**src/rtl/display_driver.sv**
```systemverilog
// display_driver: scans an RGB LED matrix, S+1 PWM shift passes per row, S = 2^cyclewidth.
// Pixel memory reads take 1 clk, so rgb/oclk/oe/lat trail the row/column address by 2 clks.
// Define DISPLAY_DRIVER_DEBUG_EN to add output 'slot' carrying the current pass index.
module display_driver #(
  parameter int segments   = 1,
  parameter int rows       = 8,
  parameter int columns    = 32,
  parameter int bitwidth   = 8,
  parameter int cyclewidth = 8
) (
  input  logic                            clk,
  input  logic                            rst,
  output logic [$clog2(rows)-1:0]         row,
  output logic [$clog2(columns)-1:0]      column,
  input  logic [3*bitwidth*segments-1:0]  pixel,
  output logic [3*segments-1:0]           rgb,
  output logic                            oe,
  output logic                            lat,
  output logic                            oclk,
  output logic                            frame_complete
`ifdef DISPLAY_DRIVER_DEBUG_EN
  ,
  output logic [cyclewidth:0]             slot
`endif
);

  localparam int RW = $clog2(rows);
  localparam int CW = $clog2(columns);
  // Step counter walks 2*columns half-cycles; its LSB is the oclk phase.
  localparam int NW = CW + 1;

  localparam logic [NW-1:0]         LAST_STEP = NW'(2 * columns - 1);
  localparam logic [RW-1:0]         LAST_ROW  = RW'(rows - 1);
  localparam logic [cyclewidth:0]   LAST_PASS = {1'b1, {cyclewidth{1'b0}}};

  typedef enum logic [1:0] {
    ST_SHIFT,  // issuing column addresses for one pass
    ST_BLANK,  // panel dark, oclk idle
    ST_LATCH,  // latch strobe while dark
    ST_END     // end of row: dark, then advance row
  } state_t;

  state_t                r_state;
  logic [NW-1:0]         r_cnt;
  logic [cyclewidth:0]   r_pass;
  logic [RW-1:0]         r_row;
  logic                  r_fc;

  // Pipeline stage 1 (pixel data arriving) and stage 2 (panel outputs)
  logic                  r_v1, r_h1, r_oe1, r_lat1;
  logic                  r_oclk, r_oe, r_lat;
  logic [3*segments-1:0] r_rgb;

  logic                  w_v0, w_oe0, w_lat0;
  logic [3*segments-1:0] w_rgb;

  // A channel is lit when its top cyclewidth bits are non-zero and at least the slot.
  // Comparing the full channel against slot<<shift is equivalent and uses every bit.
  function automatic logic chan_on(input logic [bitwidth-1:0] ch,
                                   input logic [cyclewidth-1:0] p);
    logic [bitwidth-1:0] thr;
    thr = bitwidth'(p) << (bitwidth - cyclewidth);
    return (ch >= thr) && ((ch >> (bitwidth - cyclewidth)) != '0);
  endfunction

  assign w_v0  = (r_state == ST_SHIFT);
  assign w_oe0 = w_v0 && (r_pass != '0);
  assign w_lat0 = (r_state == ST_LATCH);

  // Threshold every channel of every segment against the current slot (pass mod S)
  always_comb begin
    w_rgb = '0;
    for (int s = 0; s < segments; s++) begin
      for (int c = 0; c < 3; c++) begin
        w_rgb[3*s+c] = chan_on(pixel[bitwidth*(3*s+c) +: bitwidth], r_pass[cyclewidth-1:0]);
      end
    end
  end

  // Scan sequencer: passes, gaps, latch, row advance and frame-complete pulse
  always_ff @(posedge clk or posedge rst) begin
    if (rst) begin
      r_state <= ST_SHIFT;
      r_cnt   <= '0;
      r_pass  <= '0;
      r_row   <= '0;
      r_fc    <= 1'b0;
    end else begin
      r_fc <= 1'b0;
      case (r_state)
        ST_SHIFT: begin
          if (r_cnt == LAST_STEP) begin
            r_cnt   <= '0;
            r_state <= (r_pass == LAST_PASS) ? ST_END : ST_BLANK;
          end else begin
            r_cnt <= r_cnt + 1'b1;
          end
        end
        ST_BLANK: r_state <= ST_LATCH;
        ST_LATCH: begin
          // Pass advances only once the previous pass's data has left the pipeline
          r_pass  <= r_pass + 1'b1;
          r_state <= ST_SHIFT;
        end
        ST_END: begin
          r_cnt <= r_cnt + 1'b1;
          // Timed so the pulse lands on the first dark output cycle, before the row moves
          if (r_cnt == NW'(1)) begin
            r_fc <= (r_row == LAST_ROW);
          end
          if (r_cnt == NW'(2)) begin
            r_cnt   <= '0;
            r_pass  <= '0;
            r_row   <= (r_row == LAST_ROW) ? '0 : r_row + 1'b1;
            r_state <= ST_SHIFT;
          end
        end
        default: r_state <= ST_SHIFT;
      endcase
    end
  end

  // Delay the control stream two clks so it lines up with the memory data
  always_ff @(posedge clk or posedge rst) begin
    if (rst) begin
      r_v1   <= 1'b0;
      r_h1   <= 1'b0;
      r_oe1  <= 1'b0;
      r_lat1 <= 1'b0;
      r_oclk <= 1'b0;
      r_oe   <= 1'b0;
      r_lat  <= 1'b0;
      r_rgb  <= '0;
    end else begin
      r_v1   <= w_v0;
      r_h1   <= r_cnt[0];
      r_oe1  <= w_oe0;
      r_lat1 <= w_lat0;
      r_oclk <= r_v1 & r_h1;
      r_oe   <= r_oe1;
      r_lat  <= r_lat1;
      r_rgb  <= r_v1 ? w_rgb : '0;
    end
  end

  assign row            = r_row;
  assign column         = r_cnt[NW-1:1];
  assign rgb            = r_rgb;
  assign oe             = r_oe;
  assign lat            = r_lat;
  assign oclk           = r_oclk;
  assign frame_complete = r_fc;
`ifdef DISPLAY_DRIVER_DEBUG_EN
  assign slot           = r_pass;
`endif

endmodule

```
**config.mk**
```make
export PLATFORM = sky130hd
export DESIGN_NAME = display_driver
export DESIGN_NICKNAME = d
export VERILOG_FILES = /design/src/rtl/display_driver.sv
export SDC_FILE = /design/constraint.sdc
export NUM_CORES = 1
export LEC_CHECK = 0
export BUFFER_PORTS_ARGS = -buffer_cell sky130_fd_sc_hd__buf_2
export CORE_MARGIN = 2
export CORE_UTILIZATION = 45
export DETAILED_ROUTE_END_ITERATION = 12
export PLACE_DENSITY = 0.7
export SLEW_MARGIN = 20
export SYNTH_ARGS = -nofsm -noshare
export SYNTH_HDL_FRONTEND = slang
export SYNTH_SLANG_ARGS = --single-unit
```
**constraint.sdc**
```tcl
create_clock -name clk -period 1.8 [get_ports clk]
set_input_delay 0.09 -clock clk [delete_from_list [all_inputs] [get_ports clk]]
set_output_delay 0.09 -clock clk [all_outputs]
set_load 0.02 [all_outputs]
```
**Yosys cells after proc, flatten, opt, wreduce, memory -nomap -nowiden**

Cells that the tools add are included.

- Input bits: 26
- Logic and storage cells: 57
- Register bits: 31

- Eq/ne operators: 10
- Magnitude comparators: 3
- Multiplexer cells: 13
- Reduce and logical (&&, ||, !) cells: 14
- Add/sub/neg operators: 3
- Bitwise gates (word level): 1

Operators by type and width:

| kind | number |
|---|---|
| 8-bit greater-or-equal comparator | 3 |
| 8-bit nonzero test | 3 |
| 9-bit one-hot mux with 2 select lines | 1 |
| 6-bit two-way mux | 2 |
| 6-bit one-hot mux with 2 select lines | 1 |
| 9-bit by 1-bit adder with 9-bit output, second input constant | 1 |
| 9-bit == test, second input constant | 1 |
| 9-bit two-way mux | 1 |
| 9-bit nonzero test | 1 |
| 2-bit one-hot mux with 4 select lines | 1 |
| 6-bit by 1-bit adder with 6-bit output, second input constant | 1 |
| 6-bit by 1-bit == test with 1-bit output, second input constant | 1 |
| 6-bit by 2-bit == test with 1-bit output, second input constant | 1 |
| 6-bit == test, second input constant | 1 |
| 2-bit two-way mux | 3 |
| 3-bit two-way mux | 2 |
| 2-bit AND reduction | 3 |
| 2-bit == test, second input constant | 2 |
| 1-bit logical AND | 4 |
| 2-bit nonzero test | 2 |
| 3-bit by 1-bit adder with 3-bit output, second input constant | 1 |
| 3-bit == test, second input constant | 1 |
| 2-bit by 1-bit == test with 1-bit output, second input constant | 1 |
| 2-bit zero test | 1 |
| 4 further kinds | 5 |

**Logic depth before layout (Yosys ltp)**

- Word-level depth: 4
- Gate-level depth with buffers: 6
- Mapped depth without buffers: 6

**Worst setup path after synthesis**

OpenSTA, ideal clock, no wires.

- Kind: register -> register
- Start point: reg r_state[0]
- End point: reg r_pass[7]
- Stages on the path, launching flop included: 6
- Setup slack: 0.248 ns
- Path buffers: 0
- Data arrival time: 1.434 ns
- Library setup time: 0.119 ns
- Data required time: 1.681 ns
- Cells stage by stage: dfrtp_1 ha_1 and4b_1 or3b_1 xnor2_1 nor2_1

- Word-level cells in the longest chain between the ends: 3
- Elaborated cells between the ends (all ways): 6
- Those cells by class: eq/ne (3); mux (1); reduce/logical (2)

RTL lines:

| item | line | source |
|---|---|---|
| start: declaration | 43 | `state_t r_state;` |
| start signal: assignment | 94 | `r_state <= (r_pass == LAST_PASS) ? ST_END : ST_BLANK;` |
| 2-bit == test | 90 | `case (r_state)` |
| 2-bit != test (no line) / 2-bit nonzero test (equally long branches) | -- |  |
| 2-bit AND reduction (no line) | -- |  |
| end signal: assignment | 102 | `r_pass <= r_pass + 1'b1;` |
| end: declaration | 45 | `logic [cyclewidth:0] r_pass;` |

Several ways; a longest one is shown, not always the timed one.
A chain may end at the register's enable or synchronous reset.

**Worst setup path in the final report**

- Start point: reg r_state[0]
- End point: reg r_pass[7]

- Word-level cells in the longest chain between the ends: 3
- Elaborated cells between the ends (all ways): 6
- Those cells by class: eq/ne (3); mux (1); reduce/logical (2)

RTL lines:

| item | line | source |
|---|---|---|
| 2-bit == test (*) | -- |  |
| named net w_lat0 | 54 | `logic w_v0, w_oe0, w_lat0;` |
| 2-bit nonzero test (no line) | -- |  |
| 2-bit AND reduction (no line) | -- |  |

Mark *: on every way through the listed nets, which the timed path passes. The rest lies on a longest branch.

==> flow_summary.json <==
{
  "cts_tree": "done",
  "synth_simple_gate_area_share_pct": 18.77,
  "synthesis.area_um2": 2033,
  "cp.required_ps": 1970,
  "htree_levels": 2,
  "root_buffer": "clkbuf_8",
  "final_area_um2": 2397,
  "synth_cells": 208,
  "crit_fanout": 4,
  "syn_to_final_growth_pct": 17.91,
  "start_kind": "flip-flop",
  "grt_pass1_wl_um": 6886,
  "dr.pass1.iters": 4,
  "syn_nets": 269,
  "fp.dieH_um": 71.22,
  "synth_adder_area_share_pct": 21.54,
  "synth-xor-area-share_pct": 2.585,
  "grtUsageMet2_pct": 28.09,
  "nets": 315,
  "antenna_found_initial": 0,
  "fmax_ghz": 0.6131,
  "synth_warnings": 0,
  "power_density_nw_per_um2": 593.5,
  "tightest_slew_ps": 396.7,
  "route.antenna.remaining_nets": 0,
  "fin_cells": 307,
  "cts.hold.buffers_added": 1,
  "finalSetupViolCount": 0,
  "finalWorstSetupSlack_ps": 169.0,
  "postCtsSetupBuffers": 0,
  "vias": 1564,
  "max_slew_margin_pct": 73.31,
  "ctsResizeCount": 0,
  "grt_usage_pct": 17.29,
  "utilization_pct": 55.06,
  "use_met3_pct": 4.501,
  "overflow": 0,
  "postSynth.asyncResetShare_pct": 100.0,
  "viasPerCell": 5.094,
  "worstSetupPathType": "reg -> reg",
  "finalCritPeriodShare_pct": 90.61,
  "fin_crit_ps": 1631,
  "placed_cell_area_um2": 2287,
  "synthTopCellsByArea": "dfrtp_1 38%, ha_1 22%, nand2_1 3.5%",
  "hold_violations": 0,
  "grt.met1_usage_pct": 22.56,
  "clk_pin_slew_ps": 60,
  "synth_most_common_cell": "ha_1",
  "layout-drive-gt1-share_pct": 21.57,
  "drc_errors": 0,
  "row_count": 24,
  "io_buffers": 40,
  "max_cap_viol_count": 0,
  "placedCellCount": 298,
  "grt_pass1_vias": 1544,
  "yosysTopAreaCell": "dfrtp_1",
  "leakagePower_nw": 1.213,
  "routabilityCongestion": 0.8758,
  "fill_cells": 398,
  "hp-class": "in -> reg",
  "post_drt_wl_per_cell_um": 13.04,
  "hold_depth": 4,
  "drt-total-wl_um": 4003,
  "rsz0062_at_grt": "no",
  "synth-compound-area-share_pct": 11.14,
  "reg2reg_depth": 6,
  "n_antenna_cell": 0,
  "synth.area.mux_share_pct": 2.092,
  "critPathArrivalTime_ps": 1800,
  "synthTopCellsByCount": "35 x ha_1, 31 x dfrtp_1, 19 x nand2_1, 18 x inv_1, 13 x o21ai_0",
  "synth_top_area_share_pct": 38.15,
  "synth-main-ff-cell": "dfrtp_1",
  "tns_ps": 0,
  "die_area_um2": 5072,
  "synth_enable_flop_cells": 0,
  "ys_seq_area_share_pct": 38.15,
  "outcome": "completed",
  "globalRoute.busiestLayer": "met2",
  "start_util_pct": 46.70,
  "ys_ff_latch": 31,
  "max-vdd-ir-drop_v": 0.0004187,
  "grt_max_degree": 32,
  "postSynthAreaPerCell_um2": 9.775,
  "fin_skew_ps": 1.938,
  "synth_top_family_by_area": "adder cells",
  "ios": 41,
  "yosysUniqueCellTypes": 37,
  "die_width_um": 71.22,
  "cts_buffers": 5,
  "cp-end-kind": "flip-flop",
  "drt-initial-drc-count": 94,
  "clk_latency_ps": 280,
  "pre_cts_ws_ps": 174.4,
  "numClockSinks": 31,
  "cts_buffer_depth": 2,
  "hpwl_um": 3130,
  "slew_violations": 0,
  "coreArea_um2": 4354
}
[area by class of cell]
type	count	area, um^2	share of cell area (%)
Multi-Input combinational cell	152	1141	47.60
Sequential cell	31	775.7	32.36
Timing Repair Buffer	46	247.7	10.33
Clock buffer	8	100.1	4.175
Inverter	18	67.56	2.818
Tap cell	52	65.06	2.714
[critical path, cell delays in order, from the launching register on]
cell and delay (ps):
dfrtp_1 400, inv_1 100, ha_1 210, and4b_1 240, or3b_1 370, xnor2_1 140
nor2_1 50
[layer usage]
metal | part of all wire [%] | wire [um] | up-vias
met2 | 46 | 1858 | 23
met3 | 3.0 | 119 | 5
met1 | 49 | 1978 | 707
met5 | 0 | 0 | -
li1 | - | - | 829
met4 | 1.1 | 46 | 0
[through the flow]
step | power, mW | hold slack [ps]
2_1_floorplan | 0.7811 | 193.5
3_3_place_gp | 0.8353 | 191.2
3_5_place_dp | 0.8387 | 191.9
4_1_cts | 1.443 | 211.4
5_1_grt | 1.491 | 228.3
6_report | 1.423 | 216.5
[power by group]
| group | switching [mW] | leakage (nW) | total, mW | internal (mW) |
|---|---|---|---|---|
| combinational | 0.0677 | 0.761 | 0.124 | 0.0560 |
| clock | 0.248 | 0.0515 | 0.596 | 0.349 |
| sequential | 0.000820 | 0.400 | 0.703 | 0.702 |
[path summary, 6_finish.rpt]
path / startpoint / endpoint / slack, ps
max: r_state[0]$_DFFE_PP0P_ / r_pass[7]$_DFFE_PP0P_ / 170
min: pixel[15] / rgb[1]$_DFF_PP0_ / 220
max reg2reg: r_state[0]$_DFFE_PP0P_ / r_pass[7]$_DFFE_PP0P_ / 170
min reg2reg: r_oe1$_DFF_PP0_ / oe$_DFF_PP0_ / 350
max in group asynchronous: rst / r_pass[2]$_DFFE_PP0P_ / 1090
min in group asynchronous: rst / oclk$_DFF_PP0_ / 430
[cells by family after synthesis]
kind of cell / after synthesis
AND/OR/NAND/NOR: 70
AO/OA/AOI/OAI: 37
adder cells (fa/ha/maj): 35
flip-flops: 31
buffers and inverters: 25
XOR/XNOR: 6
multiplexers: 4
[flip-flops by register name (all words and copies together) (netlist names)]
name / flops
oe: 1
r_oe1: 1
r_h1: 1
frame_complete: 1
r_state: 2
r_pass: 9
r_v1: 1
r_lat1: 1
lat: 1
rgb: 3
oclk: 1
row: 3
r_cnt: 6
[placed cells by master (no fill, tap or decap), types with 2 or more instances in the layout]
cell,instances
a21oi_1,6
buf_2,40
mux2i_1,2
dfrtp_1,31
xnor2_1,6
o21ai_0,13
nor4_1,7
nand3_1,6
inv_1,18
nand4_1,6
nor2b_1,7
and4b_1,2
a21o_1,5
nand2_1,19
ha_1,35
clkbuf_8,7
a31oi_1,3
nor3_1,4
nor2_1,10
buf_4,5
a21boi_0,4
No activity file was read; power rests on OpenSTA's default activity.
